$ cat src/rtl/branch_resolver.sv
// branch_resolver
//   Execute-stage companion of the branch predictor. Predictions issued at
//   fetch are queued in order; each resolving instruction pops the oldest one
//   and is compared with the real outcome. The result drives the BHT/BTB
//   update and invalidate strobes, the front-end redirect on a misprediction,
//   and a saturating misprediction counter.
//
// Ports
//   s_clk_i, s_resetn_i        clock, asynchronous active-low reset
//   s_flush_i                  pipeline flush, empties the queue
//   s_pred_push_i/taken/add    prediction from fetch; s_pred_full_o stalls it
//   s_exe_*                    resolving instruction (valid = queue pop)
//   s_branch_*/s_btb_update_o  registered predictor update
//   s_ualigc_o                 RVC branch at a halfword-odd address
//   s_invalidate_o             stale BTB hit on a non-branch
//   s_redirect_o/_add_o        misprediction redirect and correct fetch address
//   s_mispred_cnt_o            saturating misprediction count
module branch_resolver #(
    parameter int DEPTH = 4,
    parameter int CNT_W = 16
) (
    input  logic             s_clk_i,
    input  logic             s_resetn_i,
    input  logic             s_flush_i,
    input  logic             s_pred_push_i,
    input  logic             s_pred_taken_i,
    input  logic [31:0]      s_pred_add_i,
    output logic             s_pred_full_o,
    input  logic             s_exe_valid_i,
    input  logic             s_exe_branch_i,
    input  logic             s_exe_taken_i,
    input  logic [31:0]      s_exe_pc_i,
    input  logic [31:0]      s_exe_target_i,
    input  logic [11:0]      s_exe_offset_i,
    input  logic             s_exe_rvc_i,
    output logic             s_branch_update_o,
    output logic             s_branch_taken_o,
    output logic             s_btb_update_o,
    output logic             s_ualigc_o,
    output logic [11:0]      s_branch_offset_o,
    output logic [31:0]      s_branch_add_o,
    output logic             s_invalidate_o,
    output logic             s_redirect_o,
    output logic [31:0]      s_redirect_add_o,
    output logic [CNT_W-1:0] s_mispred_cnt_o
);

    localparam int AW = $clog2(DEPTH);
    localparam int PW = AW + 1;

    logic [PW-1:0] wr_ptr, rd_ptr;
    logic          taken_mem  [DEPTH];
    logic [31:0]   target_mem [DEPTH];

    logic          empty, full, pop, push_ok;
    logic          head_taken;
    logic [31:0]   head_target;
    logic          actual, mispred;
    logic [31:0]   seq;

    always_comb begin
        empty   = (wr_ptr == rd_ptr);
        // Extra pointer bit distinguishes full from empty.
        full    = (wr_ptr[AW] != rd_ptr[AW]) && (wr_ptr[AW-1:0] == rd_ptr[AW-1:0]);
        pop     = s_exe_valid_i && !empty;
        // A pop frees a slot in the same cycle, so push while full is fine then.
        push_ok = s_pred_push_i && (!full || pop);
        // Pop on empty sees "not taken"; a same-cycle push is never bypassed.
        head_taken  = !empty && taken_mem[rd_ptr[AW-1:0]];
        head_target = target_mem[rd_ptr[AW-1:0]];
        actual  = s_exe_branch_i && s_exe_taken_i;
        mispred = s_exe_valid_i &&
                  ((head_taken != actual) ||
                   (head_taken && actual && (head_target != s_exe_target_i)));
        seq     = s_exe_pc_i + (s_exe_rvc_i ? 32'd2 : 32'd4);
    end

    assign s_pred_full_o = full;

    // Queue storage carries no reset; validity is tracked by the pointers.
    always_ff @(posedge s_clk_i) begin
        if (push_ok) begin
            taken_mem[wr_ptr[AW-1:0]]  <= s_pred_taken_i;
            target_mem[wr_ptr[AW-1:0]] <= s_pred_add_i;
        end
    end

    always_ff @(posedge s_clk_i or negedge s_resetn_i) begin
        if (!s_resetn_i) begin
            wr_ptr <= '0;
            rd_ptr <= '0;
        end else if (mispred || s_flush_i) begin
            // Everything still queued belongs to the wrong path.
            wr_ptr <= '0;
            rd_ptr <= '0;
        end else begin
            if (push_ok) wr_ptr <= wr_ptr + PW'(1);
            if (pop)     rd_ptr <= rd_ptr + PW'(1);
        end
    end

    always_ff @(posedge s_clk_i or negedge s_resetn_i) begin
        if (!s_resetn_i) begin
            s_branch_update_o <= 1'b0;
            s_btb_update_o    <= 1'b0;
            s_invalidate_o    <= 1'b0;
            s_redirect_o      <= 1'b0;
            s_branch_taken_o  <= 1'b0;
            s_ualigc_o        <= 1'b0;
            s_branch_offset_o <= '0;
            s_branch_add_o    <= '0;
            s_redirect_add_o  <= '0;
            s_mispred_cnt_o   <= '0;
        end else begin
            s_branch_update_o <= s_exe_valid_i && s_exe_branch_i;
            s_btb_update_o    <= s_exe_valid_i && actual;
            s_invalidate_o    <= s_exe_valid_i && head_taken && !s_exe_branch_i;
            s_redirect_o      <= mispred;
            // Data fields follow the last resolve and hold otherwise.
            if (s_exe_valid_i) begin
                s_branch_taken_o  <= s_exe_taken_i;
                s_ualigc_o        <= s_exe_rvc_i && s_exe_pc_i[1];
                s_branch_offset_o <= s_exe_offset_i;
                s_branch_add_o    <= s_exe_pc_i;
                s_redirect_add_o  <= actual ? s_exe_target_i : seq;
            end
            if (mispred && (s_mispred_cnt_o != {CNT_W{1'b1}}))
                s_mispred_cnt_o <= s_mispred_cnt_o + CNT_W'(1);
        end
    end

endmodule
$ cat config.mk
export PLATFORM = sky130hd
export DESIGN_NAME = branch_resolver
export DESIGN_NICKNAME = d
export VERILOG_FILES = /design/src/rtl/branch_resolver.sv
export SDC_FILE = /design/constraint.sdc
export NUM_CORES = 1
export LEC_CHECK = 0
export BUFFER_PORTS_ARGS = -buffer_cell sky130_fd_sc_hd__buf_2
export CORE_ASPECT_RATIO = 1.25
export CORE_MARGIN = 1.5
export CORE_UTILIZATION = 55
export CTS_BUF_LIST = sky130_fd_sc_hd__clkbuf_16
export CTS_CLUSTER_DIAMETER = 120
export CTS_CLUSTER_SIZE = 30
export DETAILED_ROUTE_END_ITERATION = 7
export PLACE_DENSITY = 0.82
export SLEW_MARGIN = 10
export SYNTH_ARGS = -nofsm -noshare
export SYNTH_HDL_FRONTEND = slang
export SYNTH_SLANG_ARGS = --single-unit
$ cat constraint.sdc
create_clock -name s_clk_i -period 4 [get_ports s_clk_i]
set_clock_uncertainty 0.15 [all_clocks]
set_input_delay 0 -clock s_clk_i [delete_from_list [all_inputs] [get_ports s_clk_i]]
set_output_delay 0 -clock s_clk_i [all_outputs]
set_load 0.05 [all_outputs]
---- Word-level counts from Yosys, hierarchy flattened ----
Memory sizes are Yosys's and may differ from the RTL's.
Index checks and enable logic that the tools add are counted.
storage, ports and cells
  register bits ........................... 104
  RAM bits ................................ 132
  input bits .............................. 117
  output and inout bits ................... 99
  logic and storage cells ................. 54
  memories ................................ 2
cells by class
  add/subtract/negate cells ............... 4
  eq/ne operators ......................... 6
  mux-type cells .......................... 8
  reductions and logical operators ........ 22
memory list
  name        words  bits a word  rd ports  clocked after Yosys merged registers in  write ports  RTL line  source
  target_mem  4      32           1         0                                        1            53        logic [31:0] target_mem [DEPTH];
  taken_mem   4      1            1         0                                        1            52        logic taken_mem [DEPTH];
operators by type and width
  cell                                            count
  adder 32 x 3 -> 32 bit                          1
  2-to-1 mux 32 bit                               1
  != test 32 bit                                  1
  adder 16 x 1 -> 16 bit (second input constant)  1
  != test 16 bit (second input constant)          1
  2-to-1 mux 3 bit                                5
  logical AND 1 bit                               14
  adder 3 x 1 -> 3 bit (second input constant)    2
  nonzero test 2 bit                              2
  == test 3 bit                                   1
  zero test 1 bit                                 3
  logical OR 1 bit                                3
  == test 2 bit                                   1
  2-to-1 mux 1 bit                                2
  != test 1 bit                                   2

---- Logic depth before layout (Yosys ltp) ----
  word-level depth ........................ 9
  gate-level depth with buffers ........... 11
  gate-level depth less buffers ........... 9

---- Worst setup path after synthesis ----
No wires, ideal clock.
  path kind ............................... flip-flop to flip-flop
  start ................................... register rd_ptr[1]
  end ..................................... memory taken_mem[3] (enable)
  library setup time ...................... 0.426 ns
  arrival ................................. 2.833 ns
  data required time ...................... 3.424 ns
  slack ................................... 0.591 ns
  cell stages (with the launch flop) ...... 7
  path buffers ............................ 2
  period minus slack after synthesis ...... 3.409 ns
  path through ............................ dfrtp_1 clkbuf_1 clkbuf_1 xnor2_1 nand3b_1 o21ai_1 nor2_1
between the ends
  cells in the longest elaborated chain, start to end .. 7
  elaborated cells on any way between the ends .. 10
  classes of those cells .................. eq/ne (2); mux (2); reduce/logical (6)
RTL lines
  item                                                         RTL line  source
  start, declared                                              51        logic [PW-1:0] wr_ptr, rd_ptr;
  start signal, assigned                                       98        if (pop) rd_ptr <= rd_ptr + PW'(1);
  == test 3 bit / == test 2 bit (equally long branches)        62, 64
  zero test 1 bit / logical AND 1 bit (equally long branches)  65, 64
  logical AND 1 bit / zero test 1 bit (equally long branches)  65, 67
  logical OR 1 bit *                                           67        push_ok = s_pred_push_i && (!full || pop);
  logical AND 1 bit *                                          67
  2-to-1 mux 1 bit *                                           82        if (push_ok) begin
  2-to-1 mux 1 bit (not written as such) *                     83        taken_mem[wr_ptr[AW-1:0]] <= s_pred_taken_i;
  end, declared                                                52
Mark *: on every way between the ends. The rest lies on a longest branch, timed or not.

---- Final worst setup path ----
  start ................................... register rd_ptr[0]
  end ..................................... register wr_ptr[0]
between the ends
  cells in the longest elaborated chain, start to end .. 9
  elaborated cells on any way between the ends .. 20
  classes of those cells .................. eq/ne (4); mux (1); reduce/logical (13); memory (2)
RTL lines
  item                                                                              RTL line  source
  parallel branches: the longest is 5 deep, another holds memory read (4 x 32 bit)  --
  logical OR 1 bit *                                                                73        ((head_taken != actual) ||
  logical AND 1 bit *                                                               72        mispred = s_exe_valid_i &&
  named net mispred                                                                 58        logic actual, mispred;
  logical OR 1 bit *                                                                92        end else if (mispred || s_flush_i) begin
  2-to-1 mux 3 bit / nonzero test 2 bit (equally long branches)                     --
  end signal, assigned                                                              97        if (push_ok) wr_ptr <= wr_ptr + PW'(1);
  end, declared                                                                     51
Mark *: on every way through the listed nets, which the timed path passes.
A chain may end at the register's enable or synchronous reset.

==> impl_summary.md <==
Worst setup path
The cell family contributing the most delay on the critical path is buffers and inverters. The number of cell instances on the worst register-to-register path is 9. The reg-to-reg critical path startpoint is rd_ptr[0]. The worst-path cell with the longest stage delay is sky130_fd_sc_hd__dfrtp_2. For the worst setup path, the data required time is roughly 4.3 ns. The critical path class is flip-flop to flip-flop. Traced cell by cell, the critical path runs through buf_12 > mux4_2 > xnor2_1 > nand4_1 > nor4_2 > a21boi_1 > o21a_2 > nor3_2 > dlygate4sd3_1. STA classifies the critical path endpoint as a flip-flop.

The buffering stage count on the worst path with inverters included is 2. The setup check on the worst reg-to-reg path leaves a slack of about 0.43 ns. The highest fanout seen on the critical path is 27. The capture point of the worst reg-to-reg path is wr_ptr[0]. The category of the worst setup path launch point is a flip-flop. STA puts the critical path data arrival time at 3.84 ns. The stage delay of the slowest cell on the critical path is roughly 0.60 ns.

Place
The number of buffer cells added on primary ports is 215. Detailed placement ended at an HPWL of approximately 17 mm. The pre-CTS setup slack is 0.841 ns.

The final weighted congestion in routability-driven placement is 0.798. Summing all placed instances gives a cell area of between 0.01 and 0.015 mm².

Synth
Among all cell types in the netlist, the one instantiated most often is sky130_fd_sc_hd__edfxtp_1. By area the synthesized netlist is led by sky130_fd_sc_hd__edfxtp_1 39%, sky130_fd_sc_hd__dfrtp_1 26%, sky130_fd_sc_hd__mux4_2 7.3%. Sequential cells were found to cover 64.4% of the synthesized design area.

The most frequently used flop master after synthesis is sky130_fd_sc_hd__edfxtp_1. The post-synthesis net count is 800. The commonest cells after synthesis are 132 x sky130_fd_sc_hd__edfxtp_1, 104 x sky130_fd_sc_hd__dfrtp_1, 71 x sky130_fd_sc_hd__xnor2_1. The count of state elements after synthesis is approximately 240. Synthesis handed over a netlist of around 670 instances. Dividing the synthesized area by the synthesized cell count gives ~15 µm². The count of flip-flops with a built-in enable after synthesis is roughly 130. Counting flops with an async set or reset pin after synthesis yields a share of ~44%. In this run, distinct cell masters in the synthesized netlist total 40. The cell area that synthesis handed to floorplanning was just over 0.01 mm². The biggest area consumer among synthesized cells is sky130_fd_sc_hd__edfxtp_1. The area share of the largest cell type after synthesis is 38.9%. The number of warning messages in the yosys log is 0.

Timing
After layout, the minimum clock period comes to around 3.6 ns. The fraction of the cycle the final worst path needs is between 80% and 90%. The final count of hold timing violations was 0.

Setup repair after global routing left no endpoint under its margin. Across all setup checks in the final design, the least slack found is approximately 0.43 ns. The final max-slew violation count is 0. Across all hold checks on the routed design, the worst slack comes to between 0.004 and 0.005 ns. The top achievable clock speed is 280 MHz.

For the pin with the worst max-slew slack, the measured transition is roughly 1.1 ns. The worst pin sits at a relative slew slack of between 20 and 30%. The number of setup violations in the final report is 0. In the final timing run, aggregate negative setup slack is 0 ns.

Layout
Fill cells in the final layout number between 1000 and 1500. The final instance area is 0.0131 mm². For this run, the post-layout net count is 1135. The fraction of final layout cells with drive strength greater than 1 is roughly a third. The signed area change from the synthesized netlist to the final layout is 28.3%.

Global routing
The overall overflow remaining after global route is 0. The met2 track demand over resource is between 40% and 50%. The number of antenna violations at the first check in global routing is 1. The number of global-route vias before repair was about 7500. The wire length of the first global-routing pass is between 40 and 50 mm.

Global routing consumed, over all layers together, 26.8% of the routing resources. The busiest metal layer after global routing is met2. In the global route stage, met3 resource usage came out at under 10%. Entering global routing, the biggest net connects 97 pins. For met1 alone, demand over resource in global routing was 33.1%.

Routing
Across all layers, the routed design uses 7007 vias. The overall routed net length is approximately 26 mm. The via-per-instance ratio is approximately 5.6. The number of DRC markers after the initial detailed-route iteration is approximately 650. In the routed design, unresolved DRC markers number 0. The count of nets left with antenna violations once routing finished came out at 0. Before antenna repair, the detailed router went through 5 iterations. The routed wire length per instance is between 20 and 25 µm.

CTS
Buffers inserted during clock tree synthesis total 11. After clock tree synthesis, the repair step resized 0 gates. The sink count of the clock tree is about 240. The clock root buffer is sky130_fd_sc_hd__clkbuf_16. The H-tree level count is 1. The clock-pin slew on the worst setup and hold paths is between 0.1 and 0.15 ns. The number of buffers on the longest clock path is 3. TritonCTS built the clock tree. Clock latency on the worst-skew pair, taken at its later pin, is approximately 0.48 ns.

Power
The analysis attributes to cell leakage a power of roughly 5.2 nW. Of the total power, the share spent switching nets is between 30% and 40%. The part of the power in combinational logic is around a quarter. In this run, flip-flops and latches consume approximately half of the power. The internal power summed over all cells is just under 0.004 W. The power per cell area is 434 mW/mm². The clock network accounts for roughly 22% of the total power. The net switching power is 0.00177 W. The worst-case IR drop observed on VDD is roughly 0.33 mV.

Floorplanning
The core outline area is between 0.015 and 0.02 mm². The die extent in y is 155 µm. The floorplan step defined a die boundary enclosing approximately 0.019 mm².

Pin placement for this block handled 216 I/O pins. The die outline width is roughly 120 µm. The initial utilization of the core area, before any placement, comes to a little under three fifths. The total number of placement rows is 55.

Min path
In this run the worst hold path is classified as input port to async pin.

Flow run
The number of max-cap violations is 0.

Status
The flow ran to the end, and the final reports show no timing, DRC or antenna violations.
-- registers in the layout, summed over array words and instances (netlist names), 3 cells and up --
| register | cells |
|---|---|
| rd_ptr | 3 |
| s_branch_add_o | 32 |
| s_branch_offset_o | 12 |
| s_mispred_cnt_o | 16 |
| s_redirect_add_o | 32 |
| taken_mem | 4 |
| target_mem | 128 |
| wr_ptr | 3 |
-- placed cells by master, fill, tap and decap left out, types with 4 or more instances in the layout --
cell,n
sky130_fd_sc_hd__mux2_2,63
sky130_fd_sc_hd__buf_2,213
sky130_fd_sc_hd__mux4_2,33
sky130_fd_sc_hd__inv_1,29
sky130_fd_sc_hd__dlygate4sd3_1,121
sky130_fd_sc_hd__clkbuf_16,12
sky130_fd_sc_hd__nand2_1,36
sky130_fd_sc_hd__o21ai_0,28
sky130_fd_sc_hd__nand3_1,20
sky130_fd_sc_hd__a31oi_1,4
sky130_fd_sc_hd__and3_1,11
sky130_fd_sc_hd__nor2_1,20
sky130_fd_sc_hd__nor3_2,6
sky130_fd_sc_hd__xnor2_1,71
sky130_fd_sc_hd__o211ai_1,6
sky130_fd_sc_hd__xor2_1,11
sky130_fd_sc_hd__and2_1,6
sky130_fd_sc_hd__ha_1,9
sky130_fd_sc_hd__buf_4,14
sky130_fd_sc_hd__edfxtp_1,132
sky130_fd_sc_hd__nor2_2,4
sky130_fd_sc_hd__o22ai_1,7
sky130_fd_sc_hd__nand4_1,17
sky130_fd_sc_hd__dfrtp_1,103
sky130_fd_sc_hd__nand2b_1,8
-- cells by family after synthesis --
family          count (synthesis)  synth area share (%)
flops                         236                  64.4
simple gates                  144                  7.68
mux                            99                  14.5
xor+xnor                       82                  7.04
compound gates                 51                  2.88
buf+inv                        51                  2.18
fa+ha+maj                      10                  1.30
-- per-stage QoR --
step	util [%]	power [W]	cells
2_1_floorplan	-	0.00393	673
3_3_place_gp	63.6	0.00430	1102
3_5_place_dp	63.6	0.00434	1102
4_1_cts	72.0	0.00567	1240
5_1_grt	72.0	0.00588	1241
6_report	72.0	0.00567	1241
-- area by class of cell --
type | instances | area [µm²] | area share (%)
sequential | 236 | 6570 | 50.2
multi-input combinational | 386 | 3420 | 26.1
timing repair buffer | 349 | 2400 | 18.4
clock buffer | 12 | 300 | 2.29
tap | 228 | 285 | 2.18
inverter | 24 | 90.1 | 0.688
clock inverter | 5 | 18.8 | 0.143
antenna | 1 | 2.50 | 0.0191
-- timing repair --
item	4_1_cts	5_1_grt
buffers inserted	0	0
endpoints found under the hold margin	285	0
hold buffers	121	0
-- worst max path at each step --
stage | start | end | depth (start not counted)
after global routing | rd_ptr[0] | wr_ptr[0] | 9
after CTS | rd_ptr[0] | wr_ptr[0] | 9
after global placement | rd_ptr[0] | s_mispred_cnt_o[1] | 8
final | rd_ptr[0] | wr_ptr[0] | 9
after detailed placement | rd_ptr[0] | s_mispred_cnt_o[1] | 8
after floorplan | rd_ptr[1] | taken_mem[3] | 6
-- routing by layer --
metal	vias to the layer above	wire [µm]	share of wire, %
li1	3136	-	-
met3	73	1420	5.5
met1	3535	10100	39
met4	0	988	3.8
met2	263	13400	52
met5	-	0	0
-- power groups by stage --
stage	sequential [W]	clock, W	combinational (W)
2_1_floorplan	0.00334	0	0.000587
3_3_place_gp	0.00295	0	0.00136
3_5_place_dp	0.00296	0	0.00138
4_1_cts	0.00290	0.00129	0.00148
5_1_grt	0.00293	0.00137	0.00158
6_report	0.00291	0.00127	0.00149
-- worst register-to-register path, cell delays in order, from the launching register on --
cell and delay [ns]:
sky130_fd_sc_hd__dfrtp_2 0.60, sky130_fd_sc_hd__buf_12 0.29, sky130_fd_sc_hd__mux4_2 0.56, sky130_fd_sc_hd__xnor2_1 0.17
sky130_fd_sc_hd__nand4_1 0.18, sky130_fd_sc_hd__nor4_2 0.44, sky130_fd_sc_hd__a21boi_1 0.13, sky130_fd_sc_hd__o21a_2 0.30
sky130_fd_sc_hd__nor3_2 0.15, sky130_fd_sc_hd__dlygate4sd3_1 0.56
Note: power is estimated with default switching activity, not from simulation.
